$ cat config.mk
export PLATFORM = sky130hd
export DESIGN_NAME = mem_req_ctrl
export DESIGN_NICKNAME = d
export VERILOG_FILES = /design/src/rtl/mem_ctrl_pkg.sv /design/src/rtl/mem_rsp_fifo.sv /design/src/rtl/mem_req_ctrl.sv
export SDC_FILE = /design/constraint.sdc
export NUM_CORES = 1
export LEC_CHECK = 0
export BUFFER_PORTS_ARGS = -buffer_cell sky130_fd_sc_hd__buf_2
export CELL_PAD_IN_SITES_DETAIL_PLACEMENT = 0
export CELL_PAD_IN_SITES_GLOBAL_PLACEMENT = 1
export CORE_MARGIN = 2
export CORE_UTILIZATION = 25
export CTS_CLUSTER_SIZE = 28
export DETAILED_ROUTE_END_ITERATION = 10
export PLACE_DENSITY_LB_ADDON = 0.1
export SETUP_SLACK_MARGIN = 0.3
export SLEW_MARGIN = 20
export SYNTH_ARGS = -nofsm -noshare
export SYNTH_HDL_FRONTEND = slang
export SYNTH_SLANG_ARGS = --single-unit
$ cat constraint.sdc
create_clock -name clk -period 3.2 [get_ports clk]
set_clock_uncertainty 0.05 [all_clocks]
set_input_delay 0.48 -clock clk [delete_from_list [all_inputs] [get_ports clk]]
set_output_delay 0.48 -clock clk [all_outputs]
set_load 0.02 [all_outputs]
$ cat src/rtl/mem_ctrl_pkg.sv
`default_nettype none
// ============================================================================
// Module      : mem_ctrl_pkg
// Description : Shared widths, FSM encoding, response entry type and parity
//               helper for the parity-protected byte memory request path.
// Revision    : 1.0 - initial release
// ============================================================================
package mem_ctrl_pkg;

    localparam int DEF_ADDR_W = 16;
    localparam int DEF_DATA_W = 8;

    typedef enum logic [1:0] {
        ST_IDLE = 2'd0,
        ST_WR   = 2'd1,
        ST_RD   = 2'd2,
        ST_WAIT = 2'd3
    } state_e;

    typedef struct packed {
        logic                  par_err;
        logic [DEF_DATA_W-1:0] data;
    } rsp_entry_t;

    // Even parity: the stored parity bit equals the XOR of the data byte.
    function automatic logic parity(input logic [DEF_DATA_W-1:0] b);
        return ^b;
    endfunction

endpackage
`default_nettype wire

$ cat src/rtl/mem_rsp_fifo.sv
`default_nettype none
// ============================================================================
// Module      : mem_rsp_fifo
// Description : Show-ahead response FIFO; simultaneous push and pop legal.
// Revision    : 1.0 - initial release
// ============================================================================
module mem_rsp_fifo
    import mem_ctrl_pkg::*;
#(
    parameter int  DEPTH   = 4,
    parameter type ENTRY_T = rsp_entry_t
) (
    input  logic                   clk,
    input  logic                   rst_n,
    input  logic                   push,
    input  logic                   pop,
    input  ENTRY_T                 din,
    output ENTRY_T                 dout,
    output logic                   empty,
    output logic [$clog2(DEPTH):0] count
);

    localparam int c_PTR_W = $clog2(DEPTH);
    localparam logic [c_PTR_W:0] c_FULL = (c_PTR_W + 1)'(DEPTH);

    ENTRY_T               r_mem [DEPTH];
    logic [c_PTR_W-1:0]   r_wr_ptr;
    logic [c_PTR_W-1:0]   r_rd_ptr;
    logic [c_PTR_W:0]     r_count;
    logic                 w_do_pop;

    assign w_do_pop = pop && (r_count != '0);
    assign empty    = (r_count == '0);
    assign count    = r_count;
    assign dout     = r_mem[r_rd_ptr];

    // Power-of-two depth lets the pointers wrap by natural overflow.
    always_ff @(posedge clk or negedge rst_n) begin
        if (!rst_n) begin
            r_wr_ptr <= '0;
            r_rd_ptr <= '0;
            r_count  <= '0;
        end else begin
            if (push)     r_wr_ptr <= r_wr_ptr + 1'b1;
            if (w_do_pop) r_rd_ptr <= r_rd_ptr + 1'b1;
            case ({push, w_do_pop})
                2'b10:   r_count <= r_count + 1'b1;
                2'b01:   r_count <= r_count - 1'b1;
                default: r_count <= r_count;
            endcase
        end
    end

    always_ff @(posedge clk) begin
        if (push) r_mem[r_wr_ptr] <= din;
    end

    a_no_overflow : assert property (@(posedge clk) disable iff (!rst_n)
        !(push && (r_count == c_FULL) && !w_do_pop));

endmodule
`default_nettype wire

$ cat src/rtl/mem_req_ctrl.sv
`default_nettype none
// ============================================================================
// Module      : mem_req_ctrl
// Description : Request controller for the parity-protected byte memory.
//               Define MEM_PAR_ERR_CNT_EN to build the parity error counter.
// Revision    : 1.0 - initial release
// ============================================================================
module mem_req_ctrl
    import mem_ctrl_pkg::*;
#(
    parameter int ADDR_W    = DEF_ADDR_W,
    parameter int DATA_W    = DEF_DATA_W,
    parameter int RD_LAT    = 1,
    parameter int RSP_DEPTH = 4
) (
    input  logic              clk,
    input  logic              rst_n,
    input  logic              req_valid,
    output logic              req_ready,
    input  logic              req_write,
    input  logic [ADDR_W-1:0] req_addr,
    input  logic [DATA_W-1:0] req_wdata,
    output logic              mem_read,
    output logic              mem_write,
    output logic [ADDR_W-1:0] mem_address,
    output logic [DATA_W-1:0] mem_data_in,
    input  logic [DATA_W:0]   mem_data_out,
    output logic              rsp_valid,
    input  logic              rsp_ready,
    output logic [DATA_W-1:0] rsp_data,
    output logic              rsp_par_err,
    output logic [15:0]       err_cnt
);

    localparam logic [1:0] c_ST_IDLE = ST_IDLE;
    localparam logic [1:0] c_ST_WR   = ST_WR;
    localparam logic [1:0] c_ST_RD   = ST_RD;
    localparam logic [1:0] c_ST_WAIT = ST_WAIT;

    localparam int c_CNT_W  = (RD_LAT < 2) ? 1 : $clog2(RD_LAT + 1);
    localparam int c_FCNT_W = $clog2(RSP_DEPTH) + 1;
    localparam logic [c_CNT_W-1:0]  c_CNT_LOAD = c_CNT_W'(RD_LAT);
    localparam logic [c_CNT_W-1:0]  c_CNT_LAST = c_CNT_W'(1);
    localparam logic [c_FCNT_W-1:0] c_DEPTH    = c_FCNT_W'(RSP_DEPTH);

    logic [1:0]          r_state;
    logic [c_CNT_W-1:0]  r_cnt;
    logic                r_mem_read;
    logic                r_mem_write;
    logic [ADDR_W-1:0]   r_addr;
    logic [DATA_W-1:0]   r_wdata;

    logic                w_accept;
    logic                w_push;
    logic                w_empty;
    logic [c_FCNT_W-1:0] w_count;
    rsp_entry_t          w_entry;
    rsp_entry_t          w_head;

    // Requests are only taken in IDLE, so no read is outstanding here and the
    // pre-pop FIFO count alone is a sufficient credit check.
    assign req_ready = rst_n && (r_state == c_ST_IDLE) && (w_count < c_DEPTH);
    assign w_accept  = req_valid && req_ready;
    assign w_push    = (r_state == c_ST_WAIT) && (r_cnt == c_CNT_LAST);

    assign w_entry.data    = mem_data_out[DATA_W-1:0];
    assign w_entry.par_err = parity(mem_data_out[DATA_W-1:0]) != mem_data_out[DATA_W];

    always_ff @(posedge clk or negedge rst_n) begin
        if (!rst_n) begin
            r_state     <= c_ST_IDLE;
            r_cnt       <= '0;
            r_mem_read  <= 1'b0;
            r_mem_write <= 1'b0;
            r_addr      <= '0;
            r_wdata     <= '0;
        end else begin
            r_mem_read  <= 1'b0;
            r_mem_write <= 1'b0;
            case (r_state)
                c_ST_IDLE: begin
                    if (w_accept) begin
                        r_addr      <= req_addr;
                        r_wdata     <= req_wdata;
                        r_mem_write <= req_write;
                        r_mem_read  <= !req_write;
                        r_state     <= req_write ? c_ST_WR : c_ST_RD;
                    end
                end
                c_ST_WR: r_state <= c_ST_IDLE;
                c_ST_RD: begin
                    r_cnt   <= c_CNT_LOAD;
                    r_state <= c_ST_WAIT;
                end
                c_ST_WAIT: begin
                    r_cnt <= r_cnt - c_CNT_LAST;
                    if (r_cnt == c_CNT_LAST) r_state <= c_ST_IDLE;
                end
                default: r_state <= c_ST_IDLE;
            endcase
        end
    end

    assign mem_read    = r_mem_read;
    assign mem_write   = r_mem_write;
    assign mem_address = r_addr;
    assign mem_data_in = r_wdata;

    mem_rsp_fifo #(
        .DEPTH   (RSP_DEPTH),
        .ENTRY_T (rsp_entry_t)
    ) u_rsp_fifo (
        .clk   (clk),
        .rst_n (rst_n),
        .push  (w_push),
        .pop   (rsp_ready),
        .din   (w_entry),
        .dout  (w_head),
        .empty (w_empty),
        .count (w_count)
    );

    assign rsp_valid   = !w_empty;
    assign rsp_data    = w_head.data;
    assign rsp_par_err = w_head.par_err;

`ifdef MEM_PAR_ERR_CNT_EN
    logic [15:0] r_err_cnt;

    always_ff @(posedge clk or negedge rst_n) begin
        if (!rst_n) begin
            r_err_cnt <= 16'd0;
        end else if (w_push && w_entry.par_err && (r_err_cnt != 16'hFFFF)) begin
            r_err_cnt <= r_err_cnt + 16'd1;
        end
    end

    assign err_cnt = r_err_cnt;
`else
    assign err_cnt = 16'd0;
`endif

    a_strobe_excl : assert property (@(posedge clk) disable iff (!rst_n)
        !(mem_read && mem_write));

endmodule
`default_nettype wire
==> metrics.txt <==
worst slew pin tran=691 ps; dpl hpwl=3.77 mm; number of inserted diodes=0; Worst IR Drop VDD=298 uV; reg-to-reg slack, setup=1270 ps; H-tree Lvls=3; global-route wire length before repair=between 8 and 9 mm; Post-Place Cells=392; DIE AREA=approximately 13000 um2; drt initial violations=23; Warnings, synthesis=0; average size of a mapped cell=approximately 17 um2; share of flip-flops with an asynchronous set or reset=between 50% and 60%; Final setup viols=0; Period Utilization, post-route=75.5%; routed length per instance=around 14 um; multi-input logic area=942 um2; initial core utilization=about a quarter; fin nets=300; Worst Slack Setup Final=784 ps; worst reg2reg path endpoint=u_rsp_fifo.count[2]$_DFFE_PN0P_; Yosys top cell area share=35.5%; initial antenna violation count=0; fillcell total=1182; Area contributors post-synth=edfxtp_1, dfrtp_1, mux2_4; critical setup path kind=flip-flop to output pin; fin crit period=2420 ps; CTS root buffer=clkbuf_16; largest net degree at the start of global routing=37; Fmax=0.414 GHz; gpl congestion=0.644; I/O Buffers=74; crit path launch type=flip-flop; post-CTS setup buffers=0; Die Wd=114 um; flops & latches, synth=72; crit path max fanout=11; final-report hold violation count=0; outcome=completed; max-slew violation count=0; I/O pin count=91; # hold bufs at CTS=0; worst min-delay path class=input port to async pin; gr usage total=9.21%; Clk pin slew, worst setup/hold paths=roughly 60 ps; Resized cells post-CTS=0; pre-CTS WS=about 1100 ps; post-synthesis cell type count=25; clock latency on the worst-skew pair=330 ps; CTS buffer count=9; P per Cell Area=974 nW/um2; most common library cells after synthesis=dfrtp_1, edfxtp_1, buf_4, mux2_4, mux4_2; max cap viols=0; clock sink count=72; drt pass-1 iters=4; Core Region=12000 um2; Critical R2R Launch=r_state[0]$_DFFE_PN0P_; Most used DFF post-synth=edfxtp_1; via count=1591; CTS tree=built; Residual DRC=0; Post-synth EDFFs=36; Reg2Reg Depth=8; Post-DRT Antenna Nets=0; Layout area overhead=26.5%; RSZ-0062 raised after global routing=false; Worst Path Required=2670 ps; layout cells sized above 1=47.9%; Leakage=0.00170 uW; CP endpoint kind=output pin; FF/Latch Area=1980 um2; Final Non-Filler Cells=408; synthesized instance count=176; # rows=40; Data arrival, critical path=1890 ps; total wirelength of the detailed-routed design=around 5.6 mm; Seq/Total Area, Yosys=65.0%; vias in the first global route=1693; CTS Buffer Depth=2; max_slew headroom=53.9%; Remaining Overflow, GRT=0; mapped cell area=3050 um2; DR vias/cell=3.90; largest area contributor in the netlist=edfxtp_1; Die Ht=114 um; setup tns final=0 ps
logic make-up (layout without fill, tap and decap cells):
group	after synthesis	in the layout	synth area share, %
simple gates	18	18	3.61
xor+xnor	13	13	4.19
fa+ha+maj	6	6	2.71
compound gates	5	5	0.944
flops	72	72	65.0
other cells	1	16	0.123
buf+inv	28	98	5.95
mux	33	33	17.5
worst max path at each step:
stage                                            to  cells after the start                                from  slack, ps
floorplan           u_rsp_fifo.count[2]$_DFFE_PN0P_                      9              r_state[0]$_DFFE_PN0P_       1330
CTS                                     rsp_data[1]                      2  u_rsp_fifo.r_rd_ptr[0]$_DFFE_PN0P_        700
global route                            rsp_data[5]                      2  u_rsp_fifo.r_rd_ptr[0]$_DFFE_PN0P_        660
detailed placement                      rsp_data[1]                      2  u_rsp_fifo.r_rd_ptr[0]$_DFFE_PN0P_       1070
global placement                        rsp_data[1]                      2  u_rsp_fifo.r_rd_ptr[0]$_DFFE_PN0P_       1080
finish                                  rsp_data[1]                      2  u_rsp_fifo.r_rd_ptr[0]$_DFFE_PN0P_        780
worst max-delay path, cell delays in order, from the launching register on:
cell and delay [ps]:
dfrtp_1 780, mux4_2 600, buf_2 180
layout make-up:
class / count / share of cell area [%]
Clock buffer: 9 / 5.84
Clock inverter: 7 / 3.08
Inverter: 7 / 0.681
Multi-Input combinational cell: 91 / 24.4
Sequential cell: 72 / 51.4
Tap cell: 147 / 4.77
Timing Repair Buffer: 75 / 9.80
flip-flops by register name, indices dropped and copies added (netlist names):
| signal | flops |
|---|---|
| r_state | 2 |
| u_rsp_fifo.r_mem | 36 |
| u_rsp_fifo.count | 3 |
| u_rsp_fifo.r_wr_ptr | 2 |
| u_rsp_fifo.r_rd_ptr | 2 |
| mem_write | 1 |
| mem_data_in | 8 |
| mem_address | 16 |
| r_cnt | 1 |
| mem_read | 1 |
power by group:
| part | switching [uW] | internal [uW] | total [uW] |
|---|---|---|---|
| registers | 201 | 1220 | 1420 |
| logic | 619 | 571 | 1190 |
| clock network | 380 | 762 | 1140 |
| total | 1200 | 2560 | 3760 |
metal layers:
metal | vias up | share of wire (%) | track usage, %
li1 | 755 | - | -
met1 | 766 | 44 | 11.3
met2 | 59 | 47 | 14.1
met3 | 11 | 6.6 | 3.07
met4 | 0 | 2.3 | 5.61
met5 | - | 0 | 0
stage by stage:
| step | cell area [um2] | hold WS (ps) | utilization (%) | power [uW] |
|---|---|---|---|---|
| floorplan | 3110 | 134 | - | 2310 |
| global placement | 3510 | 433 | 29.4 | 2660 |
| detailed placement | 3510 | 438 | 29.4 | 2660 |
| CTS | 3860 | 202 | 32.2 | 3830 |
| global route | 3860 | 226 | 32.2 | 3990 |
| finish | 3860 | 182 | 32.2 | 3760 |
cell usage in the layout, fill, tap and decap left out:
| master | count |
|---|---|
| mux4_2 | 9 |
| clkinvlp_4 | 1 |
| edfxtp_1 | 36 |
| o21ai_0 | 4 |
| xnor3_1 | 1 |
| conb_1 | 16 |
| or3_1 | 1 |
| mux2_4 | 16 |
| fa_1 | 1 |
| nand2_4 | 1 |
| dfrtp_1 | 36 |
| o31a_1 | 1 |
| ha_1 | 5 |
| clkbuf_16 | 9 |
| xor2_1 | 4 |
| inv_6 | 1 |
| nor2_1 | 5 |
| buf_4 | 1 |
| and2_1 | 4 |
| bufinv_16 | 3 |
| inv_1 | 7 |
| clkinv_4 | 1 |
| nand2_1 | 5 |
| mux2_2 | 8 |
| clkinv_1 | 1 |
| and3_1 | 1 |
| buf_2 | 74 |
| xnor2_1 | 8 |
| nor4b_4 | 1 |
(Power assumes the default switching activity.)
